<file path="src/rtl/trigger_in_filter.sv">
// External trigger conditioning: synchronise, glitch-filter, edge-select, fixed pulse plus holdoff, with accept/reject counters.
// Optional build macro TRIG_IN_TIMESTAMP_EN latches a free-running cycle count on each accepted edge.
module trigger_in_filter #(
  parameter int SYNC_STAGES = 3
) (
  input  logic        clk,
  input  logic        rst,
  input  logic        trig_pin,
  input  logic        reg_trig_in_enable,
  input  logic [1:0]  reg_edge_sel,
  input  logic [31:0] reg_filter_width,
  input  logic [31:0] reg_pulse_width,
  input  logic [31:0] reg_holdoff,
  input  logic        reg_cnt_clear,
  output logic        trigger_out,
  output logic        busy,
  output logic [31:0] trig_accept_cnt,
  output logic [31:0] trig_reject_cnt,
  output logic [31:0] trig_timestamp
);

  typedef enum logic [1:0] {IDLE, PULSE, HOLDOFF} state_t;

  localparam logic [31:0] CNT_MAX = 32'hFFFF_FFFF;

  state_t                 state;
  logic [SYNC_STAGES-1:0] sync_q;
  logic                   sync;
  logic                   filt;
  logic                   filt_d;
  logic [31:0]            stab_cnt;
  logic [31:0]            filt_w;
  logic [31:0]            pulse_w;
  logic [31:0]            hold_w;
  logic [31:0]            p_cnt;
  logic [31:0]            h_cnt;
  logic [31:0]            h_load;
  logic                   rise;
  logic                   fall;
  logic                   qual;
  logic                   qual_r;
  logic                   accept;
  logic                   reject;

  assign sync    = sync_q[SYNC_STAGES-1];
  assign filt_w  = (reg_filter_width == 32'd0) ? 32'd1 : reg_filter_width;
  assign pulse_w = (reg_pulse_width == 32'd0) ? 32'd1 : reg_pulse_width;
  assign hold_w  = (reg_holdoff < 32'd3) ? 32'd3 : reg_holdoff;

  always_ff @(posedge clk) begin
    if (rst) begin
      sync_q <= '0;
    end else begin
      sync_q <= {sync_q[SYNC_STAGES-2:0], trig_pin};
    end
  end

  // A new level must hold for W consecutive cycles before filt follows it.
  always_ff @(posedge clk) begin
    if (rst) begin
      filt     <= 1'b0;
      filt_d   <= 1'b0;
      stab_cnt <= '0;
    end else begin
      filt_d <= filt;
      if (sync != filt) begin
        if (stab_cnt == filt_w - 32'd1) begin
          filt     <= sync;
          stab_cnt <= '0;
        end else begin
          stab_cnt <= stab_cnt + 32'd1;
        end
      end else begin
        stab_cnt <= '0;
      end
    end
  end

  assign rise = filt & ~filt_d;
  assign fall = ~filt & filt_d;

  always_comb begin
    qual = 1'b0;
    case (reg_edge_sel)
      2'b00:   qual = rise;
      2'b01:   qual = fall;
      2'b10:   qual = rise | fall;
      default: qual = 1'b0;
    endcase
    qual = qual & reg_trig_in_enable;
  end

  // One register stage on the qualified edge sets the pin-to-output latency at SYNC_STAGES+W+1.
  always_ff @(posedge clk) begin
    if (rst) begin
      qual_r <= 1'b0;
    end else begin
      qual_r <= qual;
    end
  end

  assign accept = qual_r && (state == IDLE);
  assign reject = qual_r && (state != IDLE);

  always_ff @(posedge clk) begin
    if (rst) begin
      state       <= IDLE;
      trigger_out <= 1'b0;
      busy        <= 1'b0;
      p_cnt       <= '0;
      h_cnt       <= '0;
      h_load      <= '0;
    end else begin
      case (state)
        IDLE: begin
          if (qual_r) begin
            state       <= PULSE;
            trigger_out <= 1'b1;
            busy        <= 1'b1;
            p_cnt       <= pulse_w - 32'd1;
            h_load      <= hold_w - 32'd1;
          end
        end
        PULSE: begin
          if (p_cnt == 32'd0) begin
            state       <= HOLDOFF;
            trigger_out <= 1'b0;
            h_cnt       <= h_load;
          end else begin
            p_cnt <= p_cnt - 32'd1;
          end
        end
        HOLDOFF: begin
          if (h_cnt == 32'd0) begin
            state <= IDLE;
            busy  <= 1'b0;
          end else begin
            h_cnt <= h_cnt - 32'd1;
          end
        end
        default: begin
          state       <= IDLE;
          trigger_out <= 1'b0;
          busy        <= 1'b0;
        end
      endcase
    end
  end

  // Counters only assign when their value changes; clear wins over increment.
  always_ff @(posedge clk) begin
    if (rst || reg_cnt_clear) begin
      trig_accept_cnt <= '0;
    end else if (accept && trig_accept_cnt != CNT_MAX) begin
      trig_accept_cnt <= trig_accept_cnt + 32'd1;
    end
  end

  always_ff @(posedge clk) begin
    if (rst || reg_cnt_clear) begin
      trig_reject_cnt <= '0;
    end else if (reject && trig_reject_cnt != CNT_MAX) begin
      trig_reject_cnt <= trig_reject_cnt + 32'd1;
    end
  end

`ifdef TRIG_IN_TIMESTAMP_EN
  logic [31:0] cycle_cnt;

  always_ff @(posedge clk) begin
    if (rst) begin
      cycle_cnt      <= '0;
      trig_timestamp <= '0;
    end else begin
      cycle_cnt <= cycle_cnt + 32'd1;
      if (accept) begin
        trig_timestamp <= cycle_cnt;
      end
    end
  end
`else
  assign trig_timestamp = '0;
`endif

endmodule

</file>
<file path="config.mk">
export PLATFORM = sky130hd
export DESIGN_NAME = trigger_in_filter
export DESIGN_NICKNAME = d
export VERILOG_FILES = /design/src/rtl/trigger_in_filter.sv
export SDC_FILE = /design/constraint.sdc
export NUM_CORES = 1
export LEC_CHECK = 0
export ABC_AREA = 0
export CELL_PAD_IN_SITES_DETAIL_PLACEMENT = 1
export CELL_PAD_IN_SITES_GLOBAL_PLACEMENT = 2
export CORE_MARGIN = 3
export CORE_UTILIZATION = 28
export DETAILED_ROUTE_END_ITERATION = 16
export PLACE_DENSITY_LB_ADDON = 0.05
export SLEW_MARGIN = 10
export SYNTH_ARGS = -nofsm -noshare
export SYNTH_HDL_FRONTEND = slang
export SYNTH_SLANG_ARGS = --single-unit
</file>
<file path="constraint.sdc">
create_clock -name clk -period 3.98 [get_ports clk]
set_clock_uncertainty 0.15 [all_clocks]
set_input_delay 0.796 -clock clk [delete_from_list [all_inputs] [get_ports clk]]
set_output_delay 0.796 -clock clk [all_outputs]
set_load 0.03 [all_outputs]
</file>
# Word-level counts from Yosys, hierarchy flattened

Index checks and enable logic that the tools add are counted.

Add/sub/neg operators: 8
Magnitude comparators: 1
Equality and inequality tests: 13
Multiplexer cells: 19
Bitwise gates (word level): 9
Reductions and logical operators: 22

Operators by type and width:

| operator                                                                       | count |
|---|---|
| 32-bit 2-to-1 mux                                                              | 7 |
| 32-bit by 1-bit subtractor with 32-bit output (second input constant)          | 5 |
| 32-bit logical NOT                                                             | 4 |
| 32-bit one-hot mux with 2 select lines                                         | 2 |
| 32-bit by 1-bit adder with 32-bit output (second input constant)               | 3 |
| 32-bit != test (second input constant)                                         | 2 |
| 32-bit == test                                                                 | 1 |
| 32-bit by 2-bit less-than comparator with 1-bit output (second input constant) | 1 |
| 3-bit AND reduction                                                            | 5 |
| 2-bit != test (second input constant)                                          | 5 |
| 1-bit one-hot mux with 3 select lines                                          | 3 |
| 2-bit 2-to-1 mux                                                               | 3 |
| 2-bit one-hot mux with 3 select lines                                          | 1 |
| 2-bit nonzero test                                                             | 3 |
| 1-bit NOT                                                                      | 5 |
| 2-bit by 1-bit == test with 1-bit output (second input constant)               | 2 |
| 2-bit == test (second input constant)                                          | 2 |
| 1-bit logical AND                                                              | 4 |
| 2-bit logical NOT                                                              | 2 |
| 2-bit AND reduction                                                            | 2 |
| 1-bit AND                                                                      | 3 |
| 1-bit 2-to-1 mux                                                               | 3 |
| 3-bit OR reduction                                                             | 1 |
| 1-bit logical OR                                                               | 1 |
| 2 further kinds                                                                | 2 |

Register bits: 202
Bits of input ports: 103
Output and inout bits: 98
Word-level logic and storage cells: 85

# Longest topological paths before layout

Depth after elaboration: 5
Depth in mapped cells: 17
Depth with buffers taken out: 13

# Worst setup path before layout

Ideal clock, no wire load.

Path kind: reg2reg
Start point: register state[1]
End point: register p_cnt[26]
Setup time: 0.074 ns
Arrival: 4.156 ns
Data required time: 3.756 ns
Setup slack: -0.401 ns
Stages on the path, launching flop included: 18
Path buffers: 6
Clock period less this slack: 4.381 ns
Path through: dfxtp_1 > clkbuf_1 > nand2b_1 > buf_1 > clkbuf_1 > buf_1 > clkbuf_1 > mux2i_1 > ha_1 > inv_1 > a211oi_1 > and3_1 > clkbuf_1 > and4_1 > nand4_1 > or3_1 > a21o_1 > a31oi_1

Word-level cells in the longest chain between the ends: 3
Elaborated cells between the ends (all ways): 7
Those cells by class: 3 x eq/ne; 1 x mux; 3 x reduce/logical

Ends and longest elaborated chain:

| what                                                                          | line | RTL |
|---|---|---|
| start, declared                                                               | 26   | `state_t state;` |
| start signal, assigned                                                        | 107  | `state <= IDLE;` |
| start signal, assigned                                                        | 117  | `state <= PULSE;` |
| start signal, assigned                                                        | 126  | `state <= HOLDOFF;` |
| 2-bit by 1-bit == test with 1-bit output or 2-bit logical NOT (tied branches) | 114  | `case (state)` |
| 2-bit != test (no source line) or 2-bit nonzero test (tied branches)          | -    |  |
| 3-bit AND reduction (no source line)                                          | -    |  |
| end signal, assigned                                                          | 120  | `p_cnt <= pulse_w - 32'd1;` |
| end signal, assigned                                                          | 130  | `p_cnt <= p_cnt - 32'd1;` |
| end, declared                                                                 | 35   | `logic [31:0] p_cnt;` |

Several ways; a longest one is shown, not always the timed one.
A chain may end at the register's enable or synchronous reset.

# Final worst setup path

Start point: input port reg_holdoff[22]
End point: register h_load[22]

Word-level cells in the longest chain between the ends: 3

Ends and longest elaborated chain:

| what                                                   | line | RTL |
|---|---|---|
| start, declared                                        | 13   | `input logic [31:0] reg_holdoff,` |
| 32-bit by 2-bit less-than comparator with 1-bit output | 48   | `assign hold_w = (reg_holdoff < 32'd3) ? 32'd3 : reg_holdoff;` |
| 32-bit 2-to-1 mux (*)                                  | 48   |  |
| 32-bit by 1-bit subtractor with 32-bit output (*)      | 121  | `h_load <= hold_w - 32'd1;` |
| end signal, assigned                                   | 121  |  |
| end, declared                                          | 37   | `logic [31:0] h_load;` |

Mark *: on every way between the ends. The rest lies on a longest branch, timed or not.

==> qor.txt <==
synthesized cell area -> 12400 um2
placed cells -> 2473
status -> complete, no violations
DR vias -> 12800
Core Area -> 43500 um2
min Tclk post-route -> 3790 ps
initial antenna violation count -> 1
I/O pin count -> 201
crit path max fanout -> 5
PortBufs -> 168
final worst path period share -> 95.3%
sequential share of power -> 39.7%
Die X -> 217 um
# rows -> 76
Setup crit start kind -> primary input
# setup viols final -> 0
Synth Warn # -> 0
initial core utilization -> 28.6%
drt total wl -> 45.9 mm
Hold Crit Class -> flip-flop to flip-flop
Worst-path clk slew -> 60 ps
CTS H-tree depth -> 1
final core utilization -> 38.7%
Clk pwr share -> 51.3%
Initial DRC Count -> 493
Synth area leaders -> dfxtp_1 33%, nor2_1 7.7%, xnor2_1 5.3%
Tot Pwr -> 5.10 mW
Max-cap violations -> 0
pwr/cell area -> 303 nW/um2
syn avg cell area -> 7.60 um2
Final Hold Viols -> 0
Least-Margin Pin Slew -> 1050 ps
switch share -> 24.5%
Setup crit end kind -> flip-flop
leak pwr -> 5.70 nW
Synth cell types -> 85
DIE AREA -> 47000 um2
Worst VDD drop -> 0.306 mV
Gate Count Post-Synth -> 1636
vias per cell -> 5.09
switching power -> 1.25 mW
layout cell share with drive strength beyond 1 -> 14.0%
unrepaired setup endpoints after global routing -> false
Final Max Slew Viols -> 0
Post-synth ARST share -> 0%
Worst Path Arrival -> 4060 ps
# hold bufs at CTS -> 0
drt wl/cell -> 18.2 um
worst endpoint required time -> 4240 ps
Sink Count -> 202
Int Power -> 3.85 mW
Area after DPL -> 15800 um2
DR DRC count -> 0
cell taking the most area after synthesis -> dfxtp_1
top post-synthesis cells by count -> 255 x nor2_1, 202 x dfxtp_1, 143 x nand2_1, 86 x o21ai_0, 77 x a21oi_1
grt ovf -> 0
area grow syn2layout -> 35.3%
DIE HEIGHT -> 217 um
EDFF count, synth -> 0
CTS tree -> done
CTS Root Cell -> clkbuf_16
largest net degree at the start of global routing -> 112
Final GP Congestion -> 0.804
Finished Layout Cells -> 2525
Setup Crit Path Kind -> primary input to flip-flop
Yosys reg bits -> 202
worst skew pair latency -> 560 ps
Logic pwr share -> 9.1%
Pre-Repair DR Iteration Count -> 5
GRT Total Usage -> 19.0%
ANT nets after route -> 0
count leader, synth -> nor2_1
cts bufs inserted -> 27
CTS Buffer Depth -> 3
Synth Flop Type -> dfxtp_1
first-pass GRT wire length -> 72.8 mm
DP Wirelength -> 34.1 mm
vias in the first global route -> 12900
register area share after synthesis -> 32.5%
Worst slew margin -> 30.3%
design area -> 16800 um2
Max Freq -> 264 MHz
Nets -> 2030
Synth top area share -> 32.5%
-- what timing repair did --
item	4_1_cts	5_1_grt
pin swaps	1	11
gates resized for setup	3	15
endpoints found under the setup margin	33	45
setup buffers	0	1
-- worst paths after layout --
kind | slack, ps | end | depth (start not counted) | from
worst max-delay path | 190 | h_load[22] | 14 | reg_holdoff[22]
worst min-delay path | 290 | sync_q[1] | 1 | sync_q[0]
worst max register to register | 400 | p_cnt[26] | 13 | state[1]
worst min register to register | 290 | sync_q[1] | 1 | sync_q[0]
-- through the flow --
step           hold slack, ps  setup TNS (ps)  setup WS [ps]
3_3_place_gp              278          -29110           -682
3_5_place_dp              279          -33500           -757
4_1_cts                   271               0           1.00
5_1_grt                   283               0           2.22
6_report                  287               0            186
2_1_floorplan             264               0           1.94
-- state kept, by name, indices dropped and copies added (netlist names) --
name / count
stab_cnt: 32
busy: 1
trig_reject_cnt: 32
filt_d: 1
qual_r: 1
filt: 1
p_cnt: 32
h_load: 32
sync_q: 3
trig_accept_cnt: 32
h_cnt: 32
state: 2
trigger_out: 1
-- cell families (layout without fill, tap and decap cells) --
kind of cell             after synthesis  in the layout  synth area share (%)
other                                  1             33                0.0302
AND/OR/NAND/NOR                      759            759                  30.3
buffers and inverters                146            418                  5.52
XOR/XNOR                             141            141                  9.93
adder cells (fa/ha/maj)                9              9                 0.906
multiplexers                          27             27                  2.24
flip-flops                           202            202                  32.5
AO/OA/AOI/OAI                        351            351                  18.6
-- layout by cell type, fill, tap and decap left out, drive strengths merged, types with 35 or more instances in the layout --
cell type | Yosys | final
nor2 | 255 | 255
clkdlybuf4s50 | 0 | 167
o21ai | 98 | 98
clkbuf | 63 | 38
nor3 | 72 | 72
a211oi | 35 | 35
or3 | 35 | 35
xnor2 | 75 | 75
nand3 | 57 | 57
dfxtp | 202 | 202
xor2 | 66 | 66
buf | 51 | 169
a21oi | 78 | 78
nand2 | 143 | 143
nor4 | 50 | 50
-- final cells by class --
type	count	area, um2
Clock inverter	12	158
Sequential cell	202	4040
Fill cell	5294	26600
Inverter	32	120
Antenna cell	1	2.50
Multi-Input combinational cell	1319	7940
Clock buffer	38	807
Timing Repair Buffer	336	3020
Tap cell	585	732
-- worst max-delay path, cell delays in order --
cell and delay, ps:
clkdlybuf4s50_1 430, or4_4 550, or4_4 440, or4_4 550, nor4_4 190, nor2_1 80, ha_1 220, nor2b_1 140
nand3_1 140, buf_4 150, nor2_1 50, nand2_1 70, xor2_1 160, a211oi_1 90
-- power groups by stage --
stage               Combinational, mW  Sequential [mW]  Clock (mW)
global placement                0.454             2.07           0
floorplan                       0.198             2.07           0
finish                          0.464             2.02        2.62
global route                    0.503             2.02        2.80
CTS                             0.461             2.02        2.72
detailed placement              0.457             2.07           0
-- routing by layer --
metal | vias up | share of wire, % | track usage [%]
li1 | 6395 | - | -
met1 | 6251 | 48 | 26.1
met4 | 2 | 1.5 | 3.46
met5 | - | 0.015 | 0
met2 | 153 | 46 | 31.1
met3 | 44 | 4.0 | 3.76
Note: power is estimated with default switching activity, not from simulation.
